`config.mk`:
```
export PLATFORM = sky130hd
export DESIGN_NAME = proc_sequencer_flat
export DESIGN_NICKNAME = d
export VERILOG_FILES = /design/src/rtl/proc_sequencer_if.sv /design/src/rtl/proc_sequencer.sv /design/src/flat_wrapper.sv
export SDC_FILE = /design/constraint.sdc
export NUM_CORES = 1
export LEC_CHECK = 0
export CORE_MARGIN = 5
export CORE_UTILIZATION = 29
export DETAILED_ROUTE_END_ITERATION = 12
export SLEW_MARGIN = 15
export SYNTH_ARGS = -nofsm -noshare
export SYNTH_HDL_FRONTEND = slang
export SYNTH_SLANG_ARGS = --single-unit
```
`constraint.sdc`:
```
create_clock -name clock -period 4.5 [get_ports clock]
set_clock_uncertainty 0.15 [all_clocks]
set_input_delay 0.9 -clock clock [delete_from_list [all_inputs] [get_ports clock]]
set_output_delay 0.9 -clock clock [all_outputs]
set_load 0.05 [all_outputs]
```
`src/rtl/proc_sequencer_if.sv`:
```
// Instruction ROM / processor-side bus of proc_sequencer: ROM address and read
// data, plus the DIN / Run / Done issue handshake with the processor core.
interface proc_sequencer_if #(
  parameter int AW = 5
);
  logic [AW-1:0] addr;
  logic [15:0]   mem_q;
  logic [15:0]   din;
  logic          run;
  logic          done;

  modport master (output addr, din, run, input mem_q, done);
  modport slave  (input addr, din, run, output mem_q, done);
endinterface

```
`src/rtl/proc_sequencer.sv`:
```
// Program sequencer: walks a PC over the instruction ROM, issues each word to the
// multicycle processor and waits for Done. Optional SEQ_SINGLE_STEP_EN adds step control.
module proc_sequencer #(
  parameter int AW         = 5,
  parameter int START_ADDR = 0,
  parameter int LAST_ADDR  = 31,
  parameter int TIMEOUT    = 3
) (
  input  logic              clock,
  input  logic              reset,
  input  logic              start,
  input  logic              stop,
`ifdef SEQ_SINGLE_STEP_EN
  input  logic              step_mode,
  input  logic              step,
`endif
  proc_sequencer_if.master  bus,
  output logic              busy,
  output logic              halted,
  output logic              error,
  output logic [15:0]       instr_count
);

  localparam logic [AW-1:0] START_PC = AW'(START_ADDR);
  localparam logic [AW-1:0] LAST_PC  = AW'(LAST_ADDR);
  localparam int            WCW      = $clog2(TIMEOUT + 1);
  localparam logic [WCW-1:0] WAIT_LIMIT = WCW'(TIMEOUT - 1);

  typedef enum logic [2:0] {
    S_IDLE,
    S_FETCH,
    S_ISSUE,
    S_WAIT,
`ifdef SEQ_SINGLE_STEP_EN
    S_PAUSE,
`endif
    S_ERR
  } state_t;

  state_t         state;
  logic [AW-1:0]  pc;
  logic           stop_pending;
  logic [WCW-1:0] wait_cnt;
  logic           run_q;

  // NOTE: every register below is updated with <= so all flops see pre-edge values;
  // a blocking = here would make later statements see half-updated state.
  always_ff @(posedge clock) begin
    if (reset) begin
      state        <= S_IDLE;
      pc           <= START_PC;
      run_q        <= 1'b0;
      busy         <= 1'b0;
      halted       <= 1'b0;
      error        <= 1'b0;
      instr_count  <= 16'h0000;
      stop_pending <= 1'b0;
      wait_cnt     <= '0;
    end else begin
      run_q <= 1'b0;
      // Stop is latched in any busy state; later assignments below (halt, start) win.
      if (busy && stop) stop_pending <= 1'b1;

      unique case (state)
        S_IDLE: begin
          if (start) begin
            pc           <= START_PC;
            instr_count  <= 16'h0000;
            halted       <= 1'b0;
            stop_pending <= 1'b0;
            busy         <= 1'b1;
            state        <= S_FETCH;
          end
        end

        S_FETCH: begin
          run_q <= 1'b1;
          state <= S_ISSUE;
        end

        S_ISSUE: begin
          wait_cnt <= '0;
          state    <= S_WAIT;
        end

        S_WAIT: begin
          if (bus.done) begin
            if (instr_count != 16'hFFFF) instr_count <= instr_count + 16'd1;
            if (pc == LAST_PC || stop_pending || stop) begin
              busy         <= 1'b0;
              halted       <= 1'b1;
              stop_pending <= 1'b0;
              state        <= S_IDLE;
            end else begin
              pc <= pc + 1'b1;
`ifdef SEQ_SINGLE_STEP_EN
              state <= step_mode ? S_PAUSE : S_FETCH;
`else
              state <= S_FETCH;
`endif
            end
          end else begin
            wait_cnt <= wait_cnt + 1'b1;
            // Done may still arrive on the TIMEOUT-th WAIT cycle; give up only after it.
            if (wait_cnt == WAIT_LIMIT) begin
              busy  <= 1'b0;
              error <= 1'b1;
              state <= S_ERR;
            end
          end
        end

`ifdef SEQ_SINGLE_STEP_EN
        S_PAUSE: begin
          if (stop || stop_pending) begin
            busy         <= 1'b0;
            halted       <= 1'b1;
            stop_pending <= 1'b0;
            state        <= S_IDLE;
          end else if (step || !step_mode) begin
            state <= S_FETCH;
          end
        end
`endif

        S_ERR: begin
          state <= S_ERR;
        end

        default: begin
          busy  <= 1'b0;
          state <= S_IDLE;
        end
      endcase
    end
  end

  assign bus.addr = pc;
  assign bus.run  = run_q;

  // The ROM word only becomes valid during ISSUE, so DIN is gated rather than registered.
  // NOTE: the default assignment first keeps this always_comb from inferring a latch.
  always_comb begin
    bus.din = 16'h0000;
    if (state == S_ISSUE) bus.din = bus.mem_q;
  end

endmodule
```
`src/flat_wrapper.sv`:
```
// flat-port wrapper written by rule: the top's interface ports become plain ports
module proc_sequencer_flat 
#(
  parameter int AW         = 5,
  parameter int START_ADDR = 0,
  parameter int LAST_ADDR  = 31,
  parameter int TIMEOUT    = 3
)
  (clock, reset, start, stop, busy, halted, error, instr_count, bus_addr, bus_din, bus_run, bus_mem_q, bus_done);
  proc_sequencer_if #(.AW(AW)) bus_i ();
  input  logic clock;
  input  logic reset;
  input  logic start;
  input  logic stop;
  output logic busy;
  output logic halted;
  output logic error;
  output logic [15:0] instr_count;
  output wire logic [$bits(bus_i.addr)-1:0] bus_addr;
  output wire logic [$bits(bus_i.din)-1:0] bus_din;
  output wire logic [$bits(bus_i.run)-1:0] bus_run;
  input wire logic [$bits(bus_i.mem_q)-1:0] bus_mem_q;
  input wire logic [$bits(bus_i.done)-1:0] bus_done;
  assign bus_addr = bus_i.addr;
  assign bus_din = bus_i.din;
  assign bus_run = bus_i.run;
  assign bus_i.mem_q = bus_mem_q;
  assign bus_i.done = bus_done;
  proc_sequencer #(.AW(AW), .START_ADDR(START_ADDR), .LAST_ADDR(LAST_ADDR), .TIMEOUT(TIMEOUT)) u_core (.clock(clock), .reset(reset), .start(start), .stop(stop), .bus(bus_i), .busy(busy), .halted(halted), .error(error), .instr_count(instr_count));
endmodule
```
==> results of run 1 <==
## placed cells by master (no fill, tap or decap), types with 2 or more instances in the layout
cell,count
sky130_fd_sc_hd__nand3b_1,5
sky130_fd_sc_hd__nor4_1,5
sky130_fd_sc_hd__o311ai_0,2
sky130_fd_sc_hd__a31oi_1,2
sky130_fd_sc_hd__a21oi_1,16
sky130_fd_sc_hd__nand4_1,6
sky130_fd_sc_hd__nor3_1,7
sky130_fd_sc_hd__buf_4,2
sky130_fd_sc_hd__and2_1,18
sky130_fd_sc_hd__clkbuf_8,7
sky130_fd_sc_hd__o31ai_1,2
sky130_fd_sc_hd__ha_1,4
sky130_fd_sc_hd__o21ai_0,7
sky130_fd_sc_hd__nor3b_1,4
sky130_fd_sc_hd__clkdlybuf4s50_1,61
sky130_fd_sc_hd__xnor2_1,3
sky130_fd_sc_hd__nor2_1,17
sky130_fd_sc_hd__o32ai_1,3
sky130_fd_sc_hd__or3b_2,3
sky130_fd_sc_hd__nand2_1,11
sky130_fd_sc_hd__nand2b_1,6
sky130_fd_sc_hd__and3_1,2
sky130_fd_sc_hd__a21o_1,3
sky130_fd_sc_hd__dfxtp_1,31
sky130_fd_sc_hd__or3_1,5
sky130_fd_sc_hd__inv_1,3
sky130_fd_sc_hd__nand3_1,14
## registers in the layout (all words and copies together), names as in the netlist, 2 cells and up
register and cells:
u_core.instr_count 16, u_core.bus.addr 5, u_core.wait_cnt 2, u_core.state 3
## worst register-to-register path: cells and delay by family (launching register included)
family / cells / cell delay [ns]
AOI/OAI and AO/OA: 2 / 0.56
DFF: 1 / 0.41
adders and majority gates: 1 / 0.24
and+or+nand+nor: 3 / 0.98
## cells by family after synthesis
kind of cell / synth area share (%)
AND/OR/NAND/NOR: 38.0
AO/OA/AOI/OAI: 16.1
flip-flops: 37.4
buffers and inverters: 3.32
adder cells (fa/ha/maj): 3.02
XOR/XNOR: 1.59
multiplexers: 0.604
## final cells by class
class,count,share of cell area [%]
multi-input cells,160,40.4
flip-flops and latches,31,25.5
inverters,3,0.463
well taps,72,3.71
clock buffers,8,4.12
repair buffers,63,25.7
## power breakdown
part | switching [mW] | internal, mW | leakage [nW] | total [mW]
combinational | 0.0812 | 0.0574 | 0.526 | 0.139
sequential | 0.00798 | 0.281 | 0.251 | 0.289
clock | 0.101 | 0.139 | 0.0515 | 0.240
total | 0.190 | 0.478 | 0.828 | 0.668
## cells in the mapped netlist, types with 3 or more instances
cell type,number
sky130_fd_sc_hd__clkbuf_1,7
sky130_fd_sc_hd__nand4_1,6
sky130_fd_sc_hd__and2_1,18
sky130_fd_sc_hd__nand3b_1,5
sky130_fd_sc_hd__dfxtp_1,31
sky130_fd_sc_hd__a21oi_1,16
sky130_fd_sc_hd__or3_1,5
sky130_fd_sc_hd__ha_1,4
sky130_fd_sc_hd__nand2_1,11
sky130_fd_sc_hd__o32ai_1,3
sky130_fd_sc_hd__nand2b_1,6
sky130_fd_sc_hd__nor4_1,5
sky130_fd_sc_hd__a21o_1,3
sky130_fd_sc_hd__xnor2_1,3
sky130_fd_sc_hd__nor3_1,7
sky130_fd_sc_hd__o21ai_0,7
sky130_fd_sc_hd__nand3_1,14
sky130_fd_sc_hd__inv_1,3
sky130_fd_sc_hd__or3b_2,3
sky130_fd_sc_hd__nor2_1,17
sky130_fd_sc_hd__nor3b_1,4
## routing by layer
| layer | track usage, % | part of all wire, % | vias to the layer above |
|---|---|---|---|
| met3 | 5.67 | 10 | 7 |
| met5 | 0 | 0 | - |
| met1 | 14.6 | 45 | 786 |
| met4 | 3.02 | 0.77 | 0 |
| li1 | - | - | 864 |
| met2 | 19.5 | 44 | 54 |
## per-stage QoR
step	hold slack, ns	std cells	utilization, %
final	0.301	337	43.9
after global routing	0.348	337	43.9
after CTS	0.304	337	43.9
after detailed placement	0.289	329	42.1
after global placement	0.286	329	42.1
after floorplan	0.337	204	-
## how the worst min path moves through the flow
stage / startpoint / endpoint / slack, ns / cells after the start
CTS: u_core.error$_SDFFE_PP0P_ / u_core.error$_SDFFE_PP0P_ / 0.30 / 2
global route: u_core.error$_SDFFE_PP0P_ / u_core.error$_SDFFE_PP0P_ / 0.35 / 2
finish: u_core.error$_SDFFE_PP0P_ / u_core.error$_SDFFE_PP0P_ / 0.30 / 2
floorplan: u_core.stop_pending$_SDFF_PP0_ / u_core.stop_pending$_SDFF_PP0_ / 0.34 / 2
detailed placement: u_core.error$_SDFFE_PP0P_ / u_core.error$_SDFFE_PP0P_ / 0.29 / 2
global placement: u_core.error$_SDFFE_PP0P_ / u_core.error$_SDFFE_PP0P_ / 0.29 / 2
==> impl_metrics.csv, run 1 <==
group,metric,value,unit
finish,final_layout_size_suffix_gt1_share,5.66,%
placement,detailedPlace.worstSlack,1.18,ns
outcome,outcome,"completed",
worst_setup_path,setup.reg_to_reg.worst_slack,2.05,ns
sta,finalCritPeriodShare,73.6,%
sta,final_hold_viol_count,0,
worst_setup_path,critPathMaxFanout,1,
global_routing,grt_antenna_before_repair,0,
cts,cts_buffers,5,
floorplanning,fp.dieArea,0.00733,mm^2
worst_setup_path,crit_type,"input port to primary output",
global_routing,grt_max_degree,30,
worst_setup_path,critical_path_required,3.45,ns
route,detailroute.via_count,1711,
synthesis,synth-seq-cells,31,
synthesis,avgSynthCellArea,8.13,um^2
synthesis,ys.flop_type,"sky130_fd_sc_hd__dfxtp_1",
global_routing,number_of_global_route_vias_before_repair,1631,
cts,post_cts.resized_instances,0,
cts,clkTransAtPathRegs,0.06,ns
power_and_ir_drop,max-vdd-ir-drop,0.155,mV
synthesis,synth.top_cells.by_area,"sky130_fd_sc_hd__dfxtp_1 37%, sky130_fd_sc_hd__and2_1 6.8%, sky130_fd_sc_hd__a21oi_1 4.8%",
synthesis,yosysTopAreaCell,"sky130_fd_sc_hd__dfxtp_1",
finish,layout-area-overhead-vs-synth,46.6,%
placement,hpwlAfterDp,3250,um
finish,fillers,575,
worst_setup_path,timing_startpoint_of_the_critical_path,"bus_mem_q[0]",
route,wl_per_cell,13.1,um
finish,multi_input_comb_area,982,um^2
worst_setup_path,cp_common_cell,"sky130_fd_sc_hd__clkdlybuf4s50_1",
route,routed_wirelength,4400,um
synthesis,synth_area,0.00166,mm^2
sta,setup_slack,1.19,ns
floorplanning,dieWidth,85.6,um
finish,antenna_cells_inserted,0,
floorplanning,core_region_area,0.00554,mm^2
cts,cts.hold.buffers_added,0,
placement,finalWeightedCongestion,0.747,
synthesis,synth_sequential_area_ratio,37.4,%
route,drtIter0Drc,80,
synthesis,netlist.area_leader.share,37.4,%
floorplanning,initial_core_util,29.9,%
finish,postLayoutCellArea,0.00243,mm^2
worst_setup_path,critical_path.max_stage_delay,0.81,ns
worst_setup_path,critical-path-slowest-cell,"sky130_fd_sc_hd__clkdlybuf4s50_1",
sta,slew_headroom,49.8,%
synthesis,synth.lib_cells_used.distinct,42,
synthesis,synth_nets,229,
synthesis,postSynth.asyncResetShare,0,%
power_and_ir_drop,power.density_cell_area,275,mW/mm^2
floorplanning,rows,27,
worst_setup_path,rr_startpoint,"u_core.instr_count[0]$_SDFFE_PP0P_",
worst_setup_path,ff2ff_path_depth,6,
sta,post-route-min-period,3.31,ns
global_routing,grt_use_total,12.1,%
cts,clock_sink_count,31,
floorplanning,io_pins,62,
cts,cts-root-buf,"sky130_fd_sc_hd__clkbuf_8",
power_and_ir_drop,leakage,0.828,nW
job,max_cap_viol_count,0,
worst_setup_path,timing.critical_path.max_delay_family,"buffers and inverters",
finish,nNetsFinal,289,
sta,totalNegativeSetupSlack,0,ns
cts,clk_latency,0.28,ns
worst_setup_path,buffers_plus_inverters_on_the_worst_setup_path,2,
cts,cts_max_path_buffers,2,
sta,max_clock_freq,302,MHz
synthesis,yosys_warnings,0,
sta,setup_violations,0,
route,ant_nets,0,
placement,io_buffer_count,61,
sta,unrepaired_setup_endpoints_after_global_routing,"false",
cts,cts_setup_buffers,0,
floorplanning,die_height,85.6,um
route,drc_errors,0,
route,per_cell_via_count_in_the_routed_design,5.08,
worst_setup_path,timing.critical_path.to,"bus_din[0]",
finish,layout.area.seq,621,um^2
global_routing,grt_first_pass_wirelength,7310,um
worst_setup_path,critical_path.endpoint_type,"primary output",
global_routing,global_route.overflow_total,0,
sta,worst-slew-pin-transition,0.746,ns
worst_setup_path,cp-start-kind,"input port",
route,dr.pass1.iters,4,
hold_path,timing.hold.worst.class,"register to register",
synthesis,postSynthCellCount,204,
sta,timing.final.max_slew_violations,0,
worst_setup_path,cp_num_cells,3,
worst_setup_path,timing.critical_path.arrival,2.26,ns
power_and_ir_drop,finalPower,0.668,mW
synthesis,synth_edf_count,0,
worst_setup_path,path_cells,"clkdlybuf4s50_1, and2_1, clkdlybuf4s50_1",
placement,postPlaceCellArea,0.00233,mm^2
cts,tritoncts_clock_tree,"yes",
cts,h-tree-depth,2,
worst_setup_path,reg2reg_to,"u_core.instr_count[10]$_SDFFE_PP0P_",
Power figures use the tool's default switching activity.
==> run 2, diff against run 1 <==
Clock period 4.5 ns to 3.35 ns, I/O delays scaled along.
==> run 2 against run 1 <==
Net effect:
- sequential share of layout area down 1.9 points
- wire length is 4.2% higher
- setup slack lost 0.31 ns
- first-iteration DRC count is 11% higher
- critical endpoint is now u_core.instr_count[6]$_SDFFE_PP0P_
- non-clock buffer count unchanged
==> impl_metrics.csv, run 2 (synthesis gave the netlist of run 1 again) <==
group,metric,value,unit
outcome,outcome,"completed",
power_and_ir_drop,power.switching_fraction,26.8,%
global_routing,grt_use_total,13.2,%
worst_setup_path,rr_startpoint,"u_core.bus.addr[0]$_SDFFE_PP0P_",
cts,cts_setup_buffers,0,
hold_path,timing.hold.worst.class,"register to register",
worst_setup_path,setup.reg_to_reg.worst_slack,0.99,ns
sta,max_clock_freq,405,MHz
sta,unrepaired_setup_endpoints_after_global_routing,"false",
placement,place_inst,329,
route,detailroute.via_count,1677,
worst_setup_path,cp_common_cell,"sky130_fd_sc_hd__or3_1",
floorplanning,io_pins,62,
worst_setup_path,critical_path.max_stage_delay,0.60,ns
floorplanning,initial_core_util,29.9,%
sta,slew_headroom,58.3,%
finish,largest_register_ff_count,16,
route,per_cell_via_count_in_the_routed_design,4.98,
cts,tritoncts_clock_tree,"yes",
worst_setup_path,critical_path.endpoint_type,"register",
floorplanning,die_height,85.6,um
global_routing,global_route.overflow_total,0,
sta,final_hold_viol_count,0,
sta,totalNegativeSetupSlack,0,ns
worst_setup_path,timing.critical_path.arrival,2.54,ns
placement,detailedPlace.worstSlack,0.588,ns
global_routing,grt_first_pass_wirelength,7700,um
global_routing,grt_antenna_before_repair,0,
worst_setup_path,timing.critical_path.max_delay_family,"simple AND/OR/NAND/NOR gates",
sta,worst-slew-pin-transition,0.620,ns
power_and_ir_drop,leakage,0.919,nW
sta,timing.final.max_slew_violations,0,
worst_setup_path,critPathMaxFanout,9,
finish,fillers,543,
hold_path,min_to,"u_core.error$_SDFFE_PP0P_",
cts,post_cts.resized_instances,0,
worst_setup_path,critical_path_required,3.42,ns
cts,clock_sink_count,31,
route,drtIter0Drc,89,
cts,cts_buffers,5,
route,drc_errors,0,
sta,finalCritPeriodShare,73.8,%
cts,cts_max_path_buffers,2,
placement,finalWeightedCongestion,0.828,
job,max_cap_viol_count,0,
route,wl_per_cell,13.6,um
finish,layout_commonest_cell,"sky130_fd_sc_hd__clkdlybuf4s50_1",
route,ant_nets,0,
floorplanning,dieWidth,85.6,um
power_and_ir_drop,switching_power,0.283,mW
power_and_ir_drop,clkPwrFrac,43.0,%
sta,setup_slack,0.879,ns
finish,antenna_cells_inserted,0,
finish,final_cell_count_without_fillers,337,
power_and_ir_drop,max-vdd-ir-drop,0.214,mV
floorplanning,core_region_area,0.00554,mm^2
worst_setup_path,cp-start-kind,"input port",
finish,final_layout_size_suffix_gt1_share,12.1,%
finish,nNetsFinal,289,
floorplanning,rows,27,
cts,h-tree-depth,2,
route,routed_wirelength,4590,um
cts,cts-root-buf,"sky130_fd_sc_hd__clkbuf_8",
cts,cts.hold.buffers_added,0,
power_and_ir_drop,seq_power_share,36.7,%
sta,post-route-min-period,2.47,ns
finish,layout_common_cells,"45 x sky130_fd_sc_hd__clkdlybuf4s50_1, 31 x sky130_fd_sc_hd__dfxtp_1, 18 x sky130_fd_sc_hd__and2_1, 17 x sky130_fd_sc_hd__nor2_1",
global_routing,grt_max_degree,29,
worst_setup_path,crit_type,"input port to register",
hold_path,hp-start,"u_core.error$_SDFFE_PP0P_",
cts,clk_latency,0.29,ns
hold_path,holdPathStages,2,
placement,hpwlAfterDp,3400,um
worst_setup_path,path_cells,"clkdlybuf4s50_1, nand4b_1, or3_1, or3_1, o21ai_0",
sta,setup_violations,0,
power_and_ir_drop,pwr-share-comb,20.3,%
finish,registers.top_by_ff_count,"u_core.instr_count",
placement,io_buffer_count,61,
global_routing,number_of_global_route_vias_before_repair,1597,
worst_setup_path,critical-path-slowest-cell,"sky130_fd_sc_hd__clkdlybuf4s50_1",
worst_setup_path,buffers_plus_inverters_on_the_worst_setup_path,1,
power_and_ir_drop,power.internal,0.773,mW
worst_setup_path,reg2reg_to,"u_core.bus.addr[4]$_SDFFE_PP0P_",
worst_setup_path,ff2ff_path_depth,8,
finish,layout-area-overhead-vs-synth,58.4,%
cts,clkTransAtPathRegs,0.07,ns
floorplanning,fp.dieArea,0.00733,mm^2
power_and_ir_drop,power.density_cell_area,402,mW/mm^2
route,dr.pass1.iters,4,
[run 2: cell count changes in the layout (fill, tap and decap cells not counted), sizes merged]
| cell | change |
|---|---|
| buf | +16 |
| clkdlybuf4s50 | -16 |
| clkbuf | -3 |
| bufinv | +2 |
| clkinvlp | +1 |
[run 2: worst max-delay path by stage]
stage	cells past startpoint	to	from	slack (ns)
global route	8	u_core.bus.addr[4]$_SDFFE_PP0P_	u_core.bus.addr[0]$_SDFFE_PP0P_	0.69
detailed placement	5	u_core.instr_count[6]$_SDFFE_PP0P_	bus_done	0.59
finish	5	u_core.instr_count[6]$_SDFFE_PP0P_	bus_done	0.88
floorplan	4	bus_din[10]	u_core.state[1]$_SDFFE_PP0P_	0.78
global placement	5	u_core.instr_count[6]$_SDFFE_PP0P_	bus_done	0.63
CTS	1	instr_count[9]	u_core.instr_count[9]$_SDFFE_PP0P_	0.89
[run 2: layer usage]
metal	vias up	global-route usage (%)	wire length, um
li1	863	-	-
met1	764	16.6	2100
met2	48	19.6	2000
met3	2	7.78	462
met4	0	2.16	23
met5	-	0	0
[run 2: worst reg2reg max path: stages (launching register included)]
cell	delay [ns]
sky130_fd_sc_hd__dfxtp_1	0.35
sky130_fd_sc_hd__ha_1	0.22
sky130_fd_sc_hd__and3_1	0.18
sky130_fd_sc_hd__ha_1	0.17
sky130_fd_sc_hd__nor3_1	0.33
sky130_fd_sc_hd__a41oi_1	0.27
sky130_fd_sc_hd__nor2_1	0.30
sky130_fd_sc_hd__mux2i_1	0.22
sky130_fd_sc_hd__nor2_1	0.05
[run 2: final cells by class]
| type | count | area [um^2] | share of cell area [%] |
|---|---|---|---|
| Clock buffer | 5 | 68.8 | 2.62 |
| Clock inverter | 3 | 67.6 | 2.57 |
| Inverter | 3 | 11.3 | 0.429 |
| Multi-Input combinational cell | 160 | 982 | 37.4 |
| Sequential cell | 31 | 621 | 23.6 |
| Tap cell | 72 | 90.1 | 3.43 |
| Timing Repair Buffer | 63 | 786 | 29.9 |
[run 2: through the flow]
step | utilization, % | power [mW] | area, um^2 | hold slack [ns]
detailed placement | 44.9 | 0.612 | 2490 | 0.294
global route | 47.4 | 1.11 | 2630 | 0.341
global placement | 44.9 | 0.612 | 2490 | 0.289
CTS | 47.4 | 1.07 | 2630 | 0.311
finish | 47.4 | 1.06 | 2630 | 0.306
floorplan | - | 0.516 | 1660 | 0.337
[run 2: power groups by stage]
| stage | Combinational [mW] | Clock (mW) | Sequential, mW |
|---|---|---|---|
| 2_1_floorplan | 0.108 | 0 | 0.408 |
| 3_3_place_gp | 0.216 | 0 | 0.396 |
| 3_5_place_dp | 0.216 | 0 | 0.396 |
| 4_1_cts | 0.217 | 0.463 | 0.388 |
| 5_1_grt | 0.229 | 0.488 | 0.389 |
| 6_report | 0.214 | 0.453 | 0.388 |
